**src/rtl/fridge_ctrl_multi_if.sv**
```systemverilog
// Register write port between the control panel decoder and the fridge controller.
// The master drives the write strobe and fields; the slave answers with wr_err.
interface fridge_ctrl_multi_if #(
    parameter int CW = 1,
    parameter int DW = 5
);
    logic          wr_en;
    logic [1:0]    sel_field;
    logic [CW-1:0] sel_comp;
    logic [DW-1:0] wr_data;
    logic          wr_err;

    modport master (output wr_en, sel_field, sel_comp, wr_data, input wr_err);
    modport slave  (input wr_en, sel_field, sel_comp, wr_data, output wr_err);
endinterface

```
**src/rtl/fridge_ctrl_multi.sv**
```systemverilog
// N-compartment fridge/freezer controller: per-compartment register file plus one
// hysteresis thermostat FSM per compartment with a compressor minimum-off lockout.
//
// state | meaning
// OFF   | compartment unpowered or disabled, compressor off
// LOCK  | compressor minimum-off lockout, counting down
// IDLE  | lockout served, waiting for temperature above hi threshold
// COOL  | compressor running until temperature at or below lo threshold
module fridge_ctrl_multi #(
    parameter int N_COMP  = 2,
    parameter int DW      = 5,
    parameter int HYST    = 1,
    parameter int MIN_OFF = 8,
    parameter int DEF_SET = 4
) (
    input  logic                   clk,
    input  logic                   rst_n,
    input  logic                   pwr_i,
    fridge_ctrl_multi_if.slave     wr_if,
    input  logic [N_COMP*DW-1:0]   sens_temp_i,
    output logic [N_COMP*DW-1:0]   setpoint_o,
    output logic [N_COMP*DW-1:0]   capacity_o,
    output logic [N_COMP-1:0]      comp_en_o,
    output logic [N_COMP-1:0]      cool_on_o
);
    localparam int CNTW = $clog2(MIN_OFF + 1);

    typedef enum logic [1:0] {
        S_OFF  = 2'd0,
        S_LOCK = 2'd1,
        S_IDLE = 2'd2,
        S_COOL = 2'd3
    } state_t;

    logic [DW-1:0]     sp_q  [N_COMP];
    logic [DW-1:0]     sp_d  [N_COMP];
    logic [DW-1:0]     cap_q [N_COMP];
    logic [DW-1:0]     cap_d [N_COMP];
    logic [N_COMP-1:0] en_q, en_d;
    logic              wr_err_q, wr_err_d;
    logic              wr_acc;

    always_comb begin
        sp_d     = sp_q;
        cap_d    = cap_q;
        en_d     = en_q;
        wr_acc   = wr_if.wr_en && pwr_i && (wr_if.sel_field != 2'd3)
                   && (int'(wr_if.sel_comp) < N_COMP);
        wr_err_d = wr_if.wr_en && !wr_acc;
        if (wr_acc) begin
            for (int k = 0; k < N_COMP; k++) begin
                if (int'(wr_if.sel_comp) == k) begin
                    case (wr_if.sel_field)
                        2'd0:    sp_d[k]  = wr_if.wr_data;
                        2'd1:    cap_d[k] = wr_if.wr_data;
                        2'd2:    en_d[k]  = wr_if.wr_data[0];
                        default: ;
                    endcase
                end
            end
        end
    end

    always_ff @(posedge clk or negedge rst_n) begin
        if (!rst_n) begin
            for (int k = 0; k < N_COMP; k++) begin
                sp_q[k]  <= DW'(DEF_SET);
                cap_q[k] <= '0;
            end
            en_q     <= '0;
            wr_err_q <= 1'b0;
        end else begin
            sp_q     <= sp_d;
            cap_q    <= cap_d;
            en_q     <= en_d;
            wr_err_q <= wr_err_d;
        end
    end

    assign wr_if.wr_err = wr_err_q;
    assign comp_en_o    = en_q;

    for (genvar k = 0; k < N_COMP; k++) begin : g_comp
        state_t          state_q, state_d;
        logic [CNTW-1:0] cnt_q, cnt_d;
        logic [DW:0]     temp_x, hi, lo;

        assign setpoint_o[k*DW +: DW] = sp_q[k];
        assign capacity_o[k*DW +: DW] = cap_q[k];
        assign cool_on_o[k]           = (state_q == S_COOL);

        // Thresholds carry an extra bit so hi never wraps and lo saturates at zero.
        always_comb begin
            temp_x = {1'b0, sens_temp_i[k*DW +: DW]};
            hi     = {1'b0, sp_q[k]} + (DW+1)'(HYST);
            if ({1'b0, sp_q[k]} >= (DW+1)'(HYST)) lo = {1'b0, sp_q[k]} - (DW+1)'(HYST);
            else                                  lo = '0;
        end

        always_comb begin
            state_d = state_q;
            cnt_d   = cnt_q;
            if (!pwr_i || !en_q[k]) begin
                state_d = S_OFF;
                cnt_d   = '0;
            end else begin
                case (state_q)
                    S_OFF: begin
                        state_d = S_LOCK;
                        cnt_d   = CNTW'(MIN_OFF);
                    end
                    S_LOCK: begin
                        cnt_d = cnt_q - CNTW'(1);
                        if (cnt_q == CNTW'(1)) state_d = S_IDLE;
                    end
                    S_IDLE: begin
                        if (temp_x > hi) state_d = S_COOL;
                    end
                    S_COOL: begin
                        if (temp_x <= lo) begin
                            state_d = S_LOCK;
                            cnt_d   = CNTW'(MIN_OFF);
                        end
                    end
                    default: state_d = S_OFF;
                endcase
            end
        end

        always_ff @(posedge clk or negedge rst_n) begin
            if (!rst_n) begin
                state_q <= S_OFF;
                cnt_q   <= '0;
            end else begin
                state_q <= state_d;
                cnt_q   <= cnt_d;
            end
        end
    end
endmodule

```
**src/flat_wrapper.sv**
```systemverilog
// flat-port wrapper written by rule: the top's interface ports become plain ports
module fridge_ctrl_multi_flat 
#(
    parameter int N_COMP  = 2,
    parameter int DW      = 5,
    parameter int HYST    = 1,
    parameter int MIN_OFF = 8,
    parameter int DEF_SET = 4
)
  (clk, rst_n, pwr_i, sens_temp_i, setpoint_o, capacity_o, comp_en_o, cool_on_o, wr_if_wr_en, wr_if_sel_field, wr_if_sel_comp, wr_if_wr_data, wr_if_wr_err);
  fridge_ctrl_multi_if #(.CW((1)), .DW(DW)) wr_if_i ();
  input  logic clk;
  input  logic rst_n;
  input  logic pwr_i;
  input  logic [N_COMP*DW-1:0] sens_temp_i;
  output logic [N_COMP*DW-1:0] setpoint_o;
  output logic [N_COMP*DW-1:0] capacity_o;
  output logic [N_COMP-1:0] comp_en_o;
  output logic [N_COMP-1:0] cool_on_o;
  input wire logic [$bits(wr_if_i.wr_en)-1:0] wr_if_wr_en;
  input wire logic [$bits(wr_if_i.sel_field)-1:0] wr_if_sel_field;
  input wire logic [$bits(wr_if_i.sel_comp)-1:0] wr_if_sel_comp;
  input wire logic [$bits(wr_if_i.wr_data)-1:0] wr_if_wr_data;
  output wire logic [$bits(wr_if_i.wr_err)-1:0] wr_if_wr_err;
  assign wr_if_i.wr_en = wr_if_wr_en;
  assign wr_if_i.sel_field = wr_if_sel_field;
  assign wr_if_i.sel_comp = wr_if_sel_comp;
  assign wr_if_i.wr_data = wr_if_wr_data;
  assign wr_if_wr_err = wr_if_i.wr_err;
  fridge_ctrl_multi #(.N_COMP(N_COMP), .DW(DW), .HYST(HYST), .MIN_OFF(MIN_OFF), .DEF_SET(DEF_SET)) u_core (.clk(clk), .rst_n(rst_n), .pwr_i(pwr_i), .wr_if(wr_if_i), .sens_temp_i(sens_temp_i), .setpoint_o(setpoint_o), .capacity_o(capacity_o), .comp_en_o(comp_en_o), .cool_on_o(cool_on_o));
endmodule
```
**config.mk**
```make
export PLATFORM = sky130hd
export DESIGN_NAME = fridge_ctrl_multi_flat
export DESIGN_NICKNAME = d
export VERILOG_FILES = /design/src/rtl/fridge_ctrl_multi_if.sv /design/src/rtl/fridge_ctrl_multi.sv /design/src/flat_wrapper.sv
export SDC_FILE = /design/constraint.sdc
export NUM_CORES = 1
export LEC_CHECK = 0
export CAP_MARGIN = 10
export CORE_MARGIN = 2
export CORE_UTILIZATION = 50
export CTS_BUF_LIST = sky130_fd_sc_hd__clkbuf_4 sky130_fd_sc_hd__clkbuf_8 sky130_fd_sc_hd__clkbuf_16
export CTS_CLUSTER_SIZE = 12
export DETAILED_ROUTE_END_ITERATION = 7
export PLACE_DENSITY_LB_ADDON = 0.1
export SKIP_LAST_GASP = 1
export SYNTH_ARGS = -nofsm -noshare
export SYNTH_HDL_FRONTEND = slang
export SYNTH_SLANG_ARGS = --single-unit
export TNS_END_PERCENT = 100
```
**constraint.sdc**
```tcl
create_clock -name clk -period 3.4 [get_ports clk]
set_input_delay 0.68 -clock clk [delete_from_list [all_inputs] [get_ports clk]]
set_output_delay 0.68 -clock clk [all_outputs]
set_load 0.02 [all_outputs]
```
==> metrics.csv <==
metric,value,unit
fraction of layout cells with a size suffix above 1,11.6,%
post-synthesis sequential area ratio,34.4,%
"top cells by count, synth","ha_1, dfrtp_1, nand2_1",
status,"finished, final reports clean",
io pins,47,
Tmin final,2.90,ns
crit path kind,flip-flop to flip-flop,
Post-synth top flop,dfrtp_1,
vias in the first global route,1929,
Final Non-Filler Cells,385,
Max-Cap Viols,0,
startpoint types,flip-flop,
"Async S/R FF share, synth",100,%
antenna-violating nets left,0,
Power Density,532,nW/um^2
first-pass GRT wire length,8960,um
Num CTS Buffers,5,
Yosys top cell area share,32.4,%
FP Rows,25,
Worst Hold Class,flip-flop to flip-flop,
largest net degree at the start of global routing,36,
Lkg Pwr,1.41,nW
placed insts,377,
Post-Synth XOR/XNOR Area,3.43,%
VDD IR-drop max,0.391,mV
Setup crit end kind,flip-flop,
Fmax,344,MHz
Area Overhead vs Synth,25.2,%
dominant cell type by area after synthesis,dfrtp_1,
top-count cell post-synth,ha_1,
multi-input combinational cell area,1560,sq um
Pwr Total,0.00170,W
post-synth cell types,46,
DR iter-0 viols,79,
Setup WS pre-CTS,0.534,ns
syn_nets,326,
via count,2049,
CTS tree,yes,
crit path DAT,3.13,ns
# setup viols final,0,
Slew headroom,70.3,%
Buffers on Ports,46,
Clock transition at path regs,0.07,ns
starting density of the core,53.0,%
post-synthesis mux area share,9.66,%
die span in x,75.4,um
Post-CTS Setup Inserts,0,
largest family of logic cells by synthesized area,simple AND/OR/NAND/NOR gates,
gpl congestion,0.819,
H-tree levels,2,
die area,5690,sq um
CTS sink cnt,35,
Die Span Y,75.4,um
Routed WL,5240,um
adder and majority gate portion of the synthesized area,18.1,%
Synth Instances,267,
Post-synth EDFFs,0,
Syn Area/Cell,9.56,sq um
setup ws final,0.495,ns
nets,376,
vias per cell,5.32,
post-cts sizing count,0,
synth top area cells,"dfrtp_1, ha_1, mux2_2, nand2_1, nand3_1",
Seq cells post-synth,35,
GRT overflow,0,
sequential cell area,878,sq um
crit-path max FO,8,
Final Hold Fails,0,
Worst Skew,0.00372,ns
Synthesis Warnings,0,
RSZ-0062 raised after global routing,false,
clock tree buffer depth,2,
Post-Synthesis Cell Area,2550,sq um
DR WL/cell,13.6,um
Core ar.,4820,sq um
Root Driver,clkbuf_8,
compound-gate portion of the synthesized area,11.3,%
Total GRT Usage,20.7,%
TritonRoute pass-1 iters,4,
fill cell count,422,
final setup TNS,0,ns
Final Cycle Share,85.4,%
antenna violations before repair,0,
worst skew pair latency,0.29,ns
antenna diode count,0,
Detailed Place HPWL,4160,um
"Req. time, crit path",3.63,ns
Residual DRC,0,
max-slew violation count,0,
hold_buf cts,0,
simple-gate share of the synthesized area,18.8,%
Slew @ Worst Pin,0.445,ns
[layout make-up]
type / instances / share of cell area (%)
repair buffers: 49 / 15.1
clock buffers: 5 / 2.16
inverters: 19 / 2.23
clock inverters: 3 / 1.37
flip-flops and latches: 35 / 27.5
well taps: 67 / 2.63
multi-input cells: 207 / 49.0
[kinds of logic after synthesis]
family          after synthesis
compound gates               45
xor+xnor                     10
fa+ha+maj                    37
buf+inv                      25
flops                        35
mux                          22
simple gates                 93
[final timing paths]
path	startpoint	endpoint	slack, ns	depth (start not counted)
worst max-delay path	u_core.setpoint_o[0]$_DFFE_PN0P_	u_core.g_comp[0].state_q[1]$_DFFE_PN0P_	0.50	12
worst min-delay path	u_core.capacity_o[7]$_DFFE_PN0P_	u_core.capacity_o[7]$_DFFE_PN0P_	0.51	1
worst max register to register	u_core.setpoint_o[0]$_DFFE_PN0P_	u_core.g_comp[0].state_q[1]$_DFFE_PN0P_	0.50	12
worst min register to register	u_core.capacity_o[7]$_DFFE_PN0P_	u_core.capacity_o[7]$_DFFE_PN0P_	0.51	1
max in group asynchronous	rst_n	u_core.setpoint_o[7]$_DFFE_PN1P_	2.25	2
min in group asynchronous	rst_n	u_core.g_comp[1].cnt_q[1]$_DFFE_PN0P_	0.80	2
[through the flow]
step	instance area (sq um)	hold slack [ns]	utilization [%]
after floorplan	2550	0.384	-
after global placement	3080	0.486	63.9
after detailed placement	3080	0.495	63.9
after CTS	3190	0.511	66.3
after global routing	3190	0.526	66.3
final	3190	0.511	66.3
[sequential cells by signal, indices dropped and copies added, names as in the netlist]
| signal | count |
|---|---|
| u_core.capacity_o | 10 |
| u_core.setpoint_o | 10 |
| u_core.g_comp.cnt_q | 8 |
| u_core.g_comp.state_q | 4 |
| u_core.comp_en_o | 2 |
| u_core.wr_if.wr_err | 1 |
[metal layers]
metal	share of wire (%)	GRT usage [%]	routed length, um	up-vias
li1	-	-	-	1048
met1	48	29.4	2540	949
met2	45	31.5	2360	47
met3	5.9	5.56	307	5
met4	0.72	5.26	38	0
met5	0	0	0	-
[critical path, stage by stage (launching register included)]
cell	delay, ns
dfrtp_1	0.44
inv_1	0.14
ha_1	0.22
nand2_1	0.09
or3_1	0.37
nand2_1	0.08
ha_1	0.24
and4b_1	0.22
o21ai_0	0.16
a211o_1	0.27
nand2_1	0.12
or4_1	0.40
nand3_1	0.09
[placed cells by master, fill, tap and decap left out, types with 3 or more instances in the layout]
| master | instances |
|---|---|
| clkdlybuf4s50_1 | 46 |
| ha_1 | 37 |
| dfrtp_1 | 33 |
| nand2_1 | 29 |
| nand3_1 | 21 |
| mux2_2 | 21 |
| inv_1 | 19 |
| o21ai_0 | 14 |
| nor2_1 | 7 |
| xor2_1 | 7 |
| a21oi_1 | 7 |
| nor2b_1 | 7 |
| nor3_1 | 6 |
| clkbuf_8 | 5 |
| and2_1 | 4 |
| or3_1 | 3 |
| xnor2_1 | 3 |
| nor3b_1 | 3 |
| a31oi_1 | 3 |
| o22ai_1 | 3 |
| o31ai_1 | 3 |
| buf_4 | 3 |
[report_power, final]
part           internal, W  switching [W]  total [W]
clock network     0.000218       0.000155   0.000373
registers         0.000496      0.0000954   0.000592
logic             0.000368       0.000367   0.000735
total              0.00108       0.000617    0.00170
(Power assumes the default switching activity.)
